===== src/rtl/mac_pkg.sv =====
// Shared defaults, FSM encoding and saturation bounds for the MAC accumulation lane.
// Latency: n/a (declarations only).
// Backpressure: n/a.
package mac_pkg;

    localparam int MAC_OUT_WIDTH_DEF = 18;
    localparam int ACC_WIDTH_DEF     = 24;
    localparam int LEN_WIDTH_DEF     = 8;

    // ACC: collecting products; HOLD: presenting a finished group sum
    typedef enum logic {
        ACC  = 1'b0,
        HOLD = 1'b1
    } state_t;

    // Largest value representable in a w-bit two's complement word
    function automatic logic signed [63:0] sat_hi(input int w);
        return (64'sd1 <<< (w - 1)) - 64'sd1;
    endfunction

    // Smallest value representable in a w-bit two's complement word
    function automatic logic signed [63:0] sat_lo(input int w);
        return -(64'sd1 <<< (w - 1));
    endfunction

endpackage


===== src/rtl/sat_add.sv =====
// Signed W-bit add evaluated at W+1 bits, clamped back to W bits with a clip flag.
// Latency: combinational.
// Backpressure: none.
module sat_add
    import mac_pkg::*;
#(
    parameter int W = ACC_WIDTH_DEF
) (
    input  logic signed [W-1:0] a,
    input  logic signed [W-1:0] b,
    output logic signed [W-1:0] sum,
    output logic                clip
);

    localparam logic signed [W-1:0] HI = W'(sat_hi(W));
    localparam logic signed [W-1:0] LO = W'(sat_lo(W));

    logic [W:0] wide;

    // One guard bit catches overflow; a mismatch between the top two bits means the W-bit result is out of range
    always_comb begin
        wide = {a[W-1], a} + {b[W-1], b};
        clip = wide[W] ^ wide[W-1];
        if (!clip) begin
            sum = wide[W-1:0];
        end else if (wide[W]) begin
            sum = LO;
        end else begin
            sum = HI;
        end
    end

endmodule


===== src/rtl/mac_accumulator.sv =====
// Sums groups of signed products into a saturating accumulator; emits each group sum with a sticky overflow flag.
// Latency: closing product accepted at edge t gives out_valid_o from t+1; one product per cycle while collecting.
// Backpressure: prod_ready_o drops while a result is held; the next group starts the edge after the output handshake.
module mac_accumulator
    import mac_pkg::*;
#(
    parameter int MAC_OUT_WIDTH = MAC_OUT_WIDTH_DEF,
    parameter int ACC_WIDTH     = ACC_WIDTH_DEF,
    parameter int LEN_WIDTH     = LEN_WIDTH_DEF
) (
    input  logic                 clk,
    input  logic                 rst,
    input  logic                 clr_i,
    input  logic                 prod_valid_i,
    output logic                 prod_ready_o,
    input  logic [MAC_OUT_WIDTH-1:0] prod_i,
    input  logic                 prod_last_i,
    input  logic [LEN_WIDTH-1:0] acc_len_i,
    output logic                 out_valid_o,
    input  logic                 out_ready_i,
    output logic [ACC_WIDTH-1:0] out_data_o,
    output logic                 out_ovf_o
);

    state_t state, state_nxt;

    logic signed [ACC_WIDTH-1:0] acc;
    logic [LEN_WIDTH-1:0]        cnt;
    logic [LEN_WIDTH-1:0]        len_q;
    logic                        ovf_acc;

    logic signed [ACC_WIDTH-1:0] prod_ext;
    logic signed [ACC_WIDTH-1:0] sum_sat;
    logic                        clip;
    logic                        accept;
    logic                        first;
    logic [LEN_WIDTH-1:0]        len_eff;
    logic                        close;

    assign prod_ext = ACC_WIDTH'($signed(prod_i));
    assign accept   = prod_valid_i & prod_ready_o;
    assign first    = (cnt == '0);
    // On the first product len_q is not loaded yet, so the live length input decides (len=1 closes at once)
    assign len_eff  = first ? acc_len_i : len_q;
    assign close    = accept & (prod_last_i |
                      ((len_eff != '0) && (cnt == len_eff - LEN_WIDTH'(1))));

    sat_add #(.W(ACC_WIDTH)) u_sat_add (
        .a    (acc),
        .b    (prod_ext),
        .sum  (sum_sat),
        .clip (clip)
    );

    // State register
    always_ff @(posedge clk) begin
        if (rst) begin
            state <= ACC;
        end else begin
            state <= state_nxt;
        end
    end

    // Next state: abort wins, otherwise close a group or release a held result
    always_comb begin
        state_nxt = state;
        if (clr_i) begin
            state_nxt = ACC;
        end else begin
            case (state)
                ACC:     if (close)       state_nxt = HOLD;
                HOLD:    if (out_ready_i) state_nxt = ACC;
                default: state_nxt = ACC;
            endcase
        end
    end

    // Handshake outputs decoded from state; ready is masked while reset is held
    always_comb begin
        prod_ready_o = (state == ACC) && !rst;
        out_valid_o  = (state == HOLD);
    end

    // Accumulator, group counter, length latch and output register
    always_ff @(posedge clk) begin
        if (rst) begin
            acc        <= '0;
            cnt        <= '0;
            len_q      <= '0;
            ovf_acc    <= 1'b0;
            out_data_o <= '0;
            out_ovf_o  <= 1'b0;
        end else if (clr_i) begin
            acc     <= '0;
            cnt     <= '0;
            ovf_acc <= 1'b0;
        end else if (accept) begin
            if (first) begin
                len_q <= acc_len_i;
            end
            if (close) begin
                out_data_o <= sum_sat;
                out_ovf_o  <= ovf_acc | clip;
                acc        <= '0;
                cnt        <= '0;
                ovf_acc    <= 1'b0;
            end else begin
                acc     <= sum_sat;
                cnt     <= cnt + LEN_WIDTH'(1);
                ovf_acc <= ovf_acc | clip;
            end
        end
    end

endmodule


===== config.mk =====
export PLATFORM = sky130hd
export DESIGN_NAME = mac_accumulator
export DESIGN_NICKNAME = d
export VERILOG_FILES = /design/src/rtl/mac_pkg.sv /design/src/rtl/sat_add.sv /design/src/rtl/mac_accumulator.sv
export SDC_FILE = /design/constraint.sdc
export NUM_CORES = 1
export LEC_CHECK = 0
export ABC_AREA = 0
export CORE_UTILIZATION = 51
export CTS_CLUSTER_DIAMETER = 40
export DETAILED_ROUTE_END_ITERATION = 12
export PLACE_DENSITY = 0.75
export SYNTH_ARGS = -nofsm -noshare
export SYNTH_HDL_FRONTEND = slang
export SYNTH_SLANG_ARGS = --single-unit

===== constraint.sdc =====
create_clock -name clk -period 10.4 [get_ports clk]
set_clock_uncertainty 0.15 [all_clocks]
set_input_delay 3.12 -clock clk [delete_from_list [all_inputs] [get_ports clk]]
set_output_delay 3.12 -clock clk [all_outputs]
set_load 0.01 [all_outputs]

After elaboration in Yosys (flattened, before gate mapping)
Cells that the tools add are included.
Widths: inputs -> output; s select.
- $add $sub $neg: 3
- eq/ne operators: 1
- mux-type cells: 9
- bitwise operators: 7
- reduce and logical (&&, ||, !) cells: 8
- operator list (operator ; number):
    $mux 24 ; 3
    $add 24x18->25 ; 1
    $mux 8 ; 2
    $add 8x1->8 const B ; 1
    $eq 8x8->1 ; 1
    $logic_not 8->1 ; 1
    $reduce_bool 8->1 ; 1
    $sub 8x1->8 const B ; 1
    $mux 1 ; 3
    $reduce_and 3->1 ; 1
    $and 1x1->1 ; 2
    $logic_and 1x1->1 ; 2
    $not 1->1 ; 2
    $or 1x1->1 ; 2
    $pmux 1 s2 ; 1
    $reduce_and 2->1 ; 1
    $reduce_or 2->1 ; 1
    $logic_not 1->1 ; 1
    $xor 1x1->1 ; 1
- register bits after elaboration: 67
- bits of input ports: 32
- output and inout bits: 27
- logic and storage cells: 35

Logic depth before layout (Yosys ltp)
- depth after elaboration: 9
- mapped depth: 17
- depth with buffers taken out: 14

Cells and area by module
From an unflattened synthesis, not the netlist that was laid out.
- cell total of the unflattened synthesis: 719
- area, all modules: 5562.8 sq um
- modules (own cells, without submodules) (module ; times used ; cells an instance ; area an instance (sq um) ; sequential area each (sq um)):
    mac_accumulator ; 1 ; 436 ; 3671.0 ; 1341.3
    sat_add ; 1 ; 283 ; 1891.8 ; 0.0

Worst setup path after synthesis
No wires, ideal clock.
- path type: input -> output
- start point: input rst
- end point: output prod_ready_o
- data arrival time: 3326 ps
- data required time: 7130 ps
- slack: 3804 ps
- cell stages on the path: 1
- buffers on the path: 0
- cells stage by stage: nor2_1
- cells in the longest elaborated chain, start to end: 2
- RTL lines (what ; line ; RTL):
    start: declaration ; mac_accumulator.sv:12 ; input logic rst,
    $logic_not 1->1 ; mac_accumulator.sv:80 ; prod_ready_o = (state == ACC) && !rst;
    $logic_and 1x1->1 ; mac_accumulator.sv:80 ;
    end: declaration ; mac_accumulator.sv:15 ; output logic prod_ready_o,
Every way passes these cells.

Worst setup path after layout
Ends and elaborated chain as after synthesis.

==> impl_metrics.tcl <==
set metrics [dict create \
    hpwl_um 8620 \
    p_int_mw 0.442 \
    crit_path_start_kind "input port" \
    rows 33 \
    hold_path.startpoint "acc[21]" \
    cts_made_buffers 9 \
    whs_ns 0.310 \
    portBuffers 58 \
    period_needed_ns 7.82 \
    end_kind "primary output" \
    grt_setup_unrepaired "false" \
    required_ns 7.13 \
    synth-seq-area-share_pct 29.8 \
    worstSetupStartpoint "rst" \
    synth_top_family_by_area "compound AO/OA/AOI/OAI gates" \
    p_leak_nw 2.05 \
    fillers 721 \
    overflow 0 \
    start_util_pct 53.6 \
    synth_flop_cell "dfxtp_1" \
    synth_compound_area_share_pct 28.0 \
    finalSetupViolCount 0 \
    avgViaCountPerCell 6.10 \
    ctsLongestPathBuffers 2 \
    slew_violations 0 \
    ys_ff_latch 67 \
    numClockSinks 67 \
    antenna_found_initial 0 \
    cts_root_buffer "clkbuf_8" \
    ys_types 70 \
    syn_area_um2 4490 \
    drive_gt1_share_pct 7.97 \
    antenna_cells 0 \
    worstReg2RegStart "cnt[0]" \
    synth.mux.area_fraction_pct 2.00 \
    synth_xor_area_share_pct 5.07 \
    outcome "finished clean" \
    fp.dieH_um 95.9 \
    ant_nets 0 \
    syn_inst 541 \
    synthAdderAreaFrac_pct 9.30 \
    htreeDepth 3 \
    netSwitchingFraction_pct 27.5 \
    crit_arrival_ns 4.55 \
    synthSimpleGateAreaFrac_pct 21.2 \
    synth_edf_count 0 \
    tritoncts "yes" \
    async_flop_share_pct 0 \
    crit_fanout 30 \
    cts_resized 0 \
    dr.pass1.iters 5 \
    fmax_ghz 0.128 \
    wire_per_inst_um 16.6 \
    final_nets 645 \
    synth_nets 601 \
    hp-class "register to register" \
    slew_headroom_pct 31.5 \
    ioPinCount 59 \
    cts_hold_buf 0 \
    clk_pin_slew_ns 0.08 \
    worst_pin_slew_ns 1.02 \
    track_usage_pct 26.1 \
    drc 0 \
    die_w_um 95.9 \
    finalSetupTns_ns 0 \
    p_switching_mw 0.167 \
    place.gp.congestion 0.934 \
    ir_drop_uv 73.7 \
    grt_max_degree 37 \
    placeableCoreArea_um2 8380 \
    vias 4240 \
    cts_setup_buffers 0 \
    syn_area_per_cell_um2 8.31 \
    min_period_over_period_pct 75.2 \
    yosysWarnings 0 \
    worstSetupPathType "input port to primary output" \
    power_frac_clock_pct 39.6 \
    area_growth_pct 18.2 \
    clkLatencyLatePin_ns 0.35 \
    drt_iter0_drc 268 \
    sequentialPowerShare_pct 43.4 \
    power_density_nw_per_um2 115 \
    first_global_vias 3791 \
    p_comb_share_pct 17.0 \
    hold_viol 0 \
    routed_wl_um 11500 \
    die-area_um2 9190 \
    cap_violations 0 \
    grt_pass1_wl_um 18500 \
]
flip-flops by register name (all words and copies together), names as in the netlist:
| signal | cells |
|---|---|
| acc | 24 |
| cnt | 8 |
| len_q | 8 |
| out_data_o | 24 |
| out_ovf_o | 1 |
| out_valid_o | 1 |
| ovf_acc | 1 |
cell usage in the layout, fill, tap and decap left out, drive strengths merged, types with 4 or more instances in the layout:
cell type and n:
a211oi 21, a21o 15, a21oi 42, a22o 7, and2 5, and3 10
buf 4, clkbuf 10, clkdlybuf4s50 58, dfxtp 67, ha 27, inv 15
maj3 6, mux2i 9, nand2 44, nand2b 7, nand3 24, nand4 8
nor2 46, nor3 7, nor3b 7, nor4 5, o211ai 4, o21a 9
o21ai 41, o2bb2ai 6, or2 4, or3 5, xnor2 14, xor2 12
Yosys cell counts, types with 3 or more instances:
cell type / instances / area (um^2)
nand2_1: 43 / 161
o21ai_1: 10 / 50.1
o31ai_1: 3 / 22.5
a21o_1: 15 / 113
a31o_2: 3 / 26.3
and3_1: 9 / 56.3
buf_2: 9 / 45.0
a21oi_1: 42 / 210
o21ai_0: 30 / 150
o2bb2ai_1: 6 / 52.6
nor3_1: 7 / 35.0
nor4_1: 4 / 25.0
mux2i_1: 9 / 90.1
a31oi_1: 3 / 18.8
nor2_1: 45 / 169
dfxtp_1: 67 / 1340
nand2b_1: 7 / 43.8
xnor2_1: 14 / 123
clkbuf_1: 15 / 56.3
or3_1: 5 / 31.3
nand3_1: 24 / 120
and4_1: 3 / 26.3
o21a_1: 9 / 67.6
nor3b_1: 6 / 45.0
nand4_1: 8 / 50.1
a22o_1: 7 / 61.3
a211oi_2: 9 / 113
xor2_1: 12 / 105
and2_1: 5 / 31.3
ha_1: 27 / 338
buf_6: 4 / 45.0
o211ai_1: 4 / 30.0
a211oi_1: 12 / 90.1
inv_1: 15 / 56.3
maj3_1: 6 / 60.1
area by class of cell:
type | instances | area (um^2) | share of cell area [%]
multi-input cells | 430 | 2950 | 55.6
clock buffers | 10 | 128 | 2.40
clock inverters | 6 | 90.1 | 1.70
well taps | 105 | 131 | 2.47
inverters | 15 | 56.3 | 1.06
repair buffers | 62 | 611 | 11.5
flip-flops and latches | 67 | 1340 | 25.3
power by group through the flow:
stage                     Clock, mW  Combinational, mW  Sequential, mW
after floorplan                   0             0.0663           0.271
after global placement            0              0.101           0.270
after detailed placement          0              0.102           0.271
after CTS                     0.244              0.103           0.265
after global routing          0.254              0.113           0.265
final                         0.241              0.104           0.265
critical path, stage by stage:
cell	delay (ns)
clkdlybuf4s50_1	0.46
buf_4	0.35
nor2_1	0.12
clkdlybuf4s50_1	0.50
routing by layer:
layer / wire length, um / track usage, %
met5: 0 / 0
met4: 143 / 7.84
met3: 706 / 5.37
met2: 5140 / 42.1
met1: 5550 / 35.0
kinds of logic after synthesis:
| group | after synthesis |
|---|---|
| AOI/OAI and AO/OA | 178 |
| xor gates and xnor gates | 26 |
| adders and majority gates | 34 |
| buffers and inverters | 44 |
| DFF | 67 |
| muxes | 9 |
| and+or+nand+nor | 183 |
metrics by stage:
step	std cells	utilization, %	worst slack (ns)	total power [mW]	instance area (um^2)
final	695	63.4	2.58	0.610	5310
after floorplan	541	-	3.80	0.337	4490
after CTS	695	63.4	2.58	0.612	5310
after global routing	695	63.4	2.51	0.632	5310
after global placement	679	60.8	2.61	0.371	5090
after detailed placement	679	60.8	2.59	0.373	5090
worst paths after layout:
path	cells after the start	end	slack (ns)
setup / recovery	4	prod_ready_o	2.58
hold / removal	2	acc[21]	0.31
hold reg to reg	2	acc[21]	0.31
setup reg to reg	13	out_data_o[17]	5.70
Note: power is estimated with default switching activity, not from simulation.
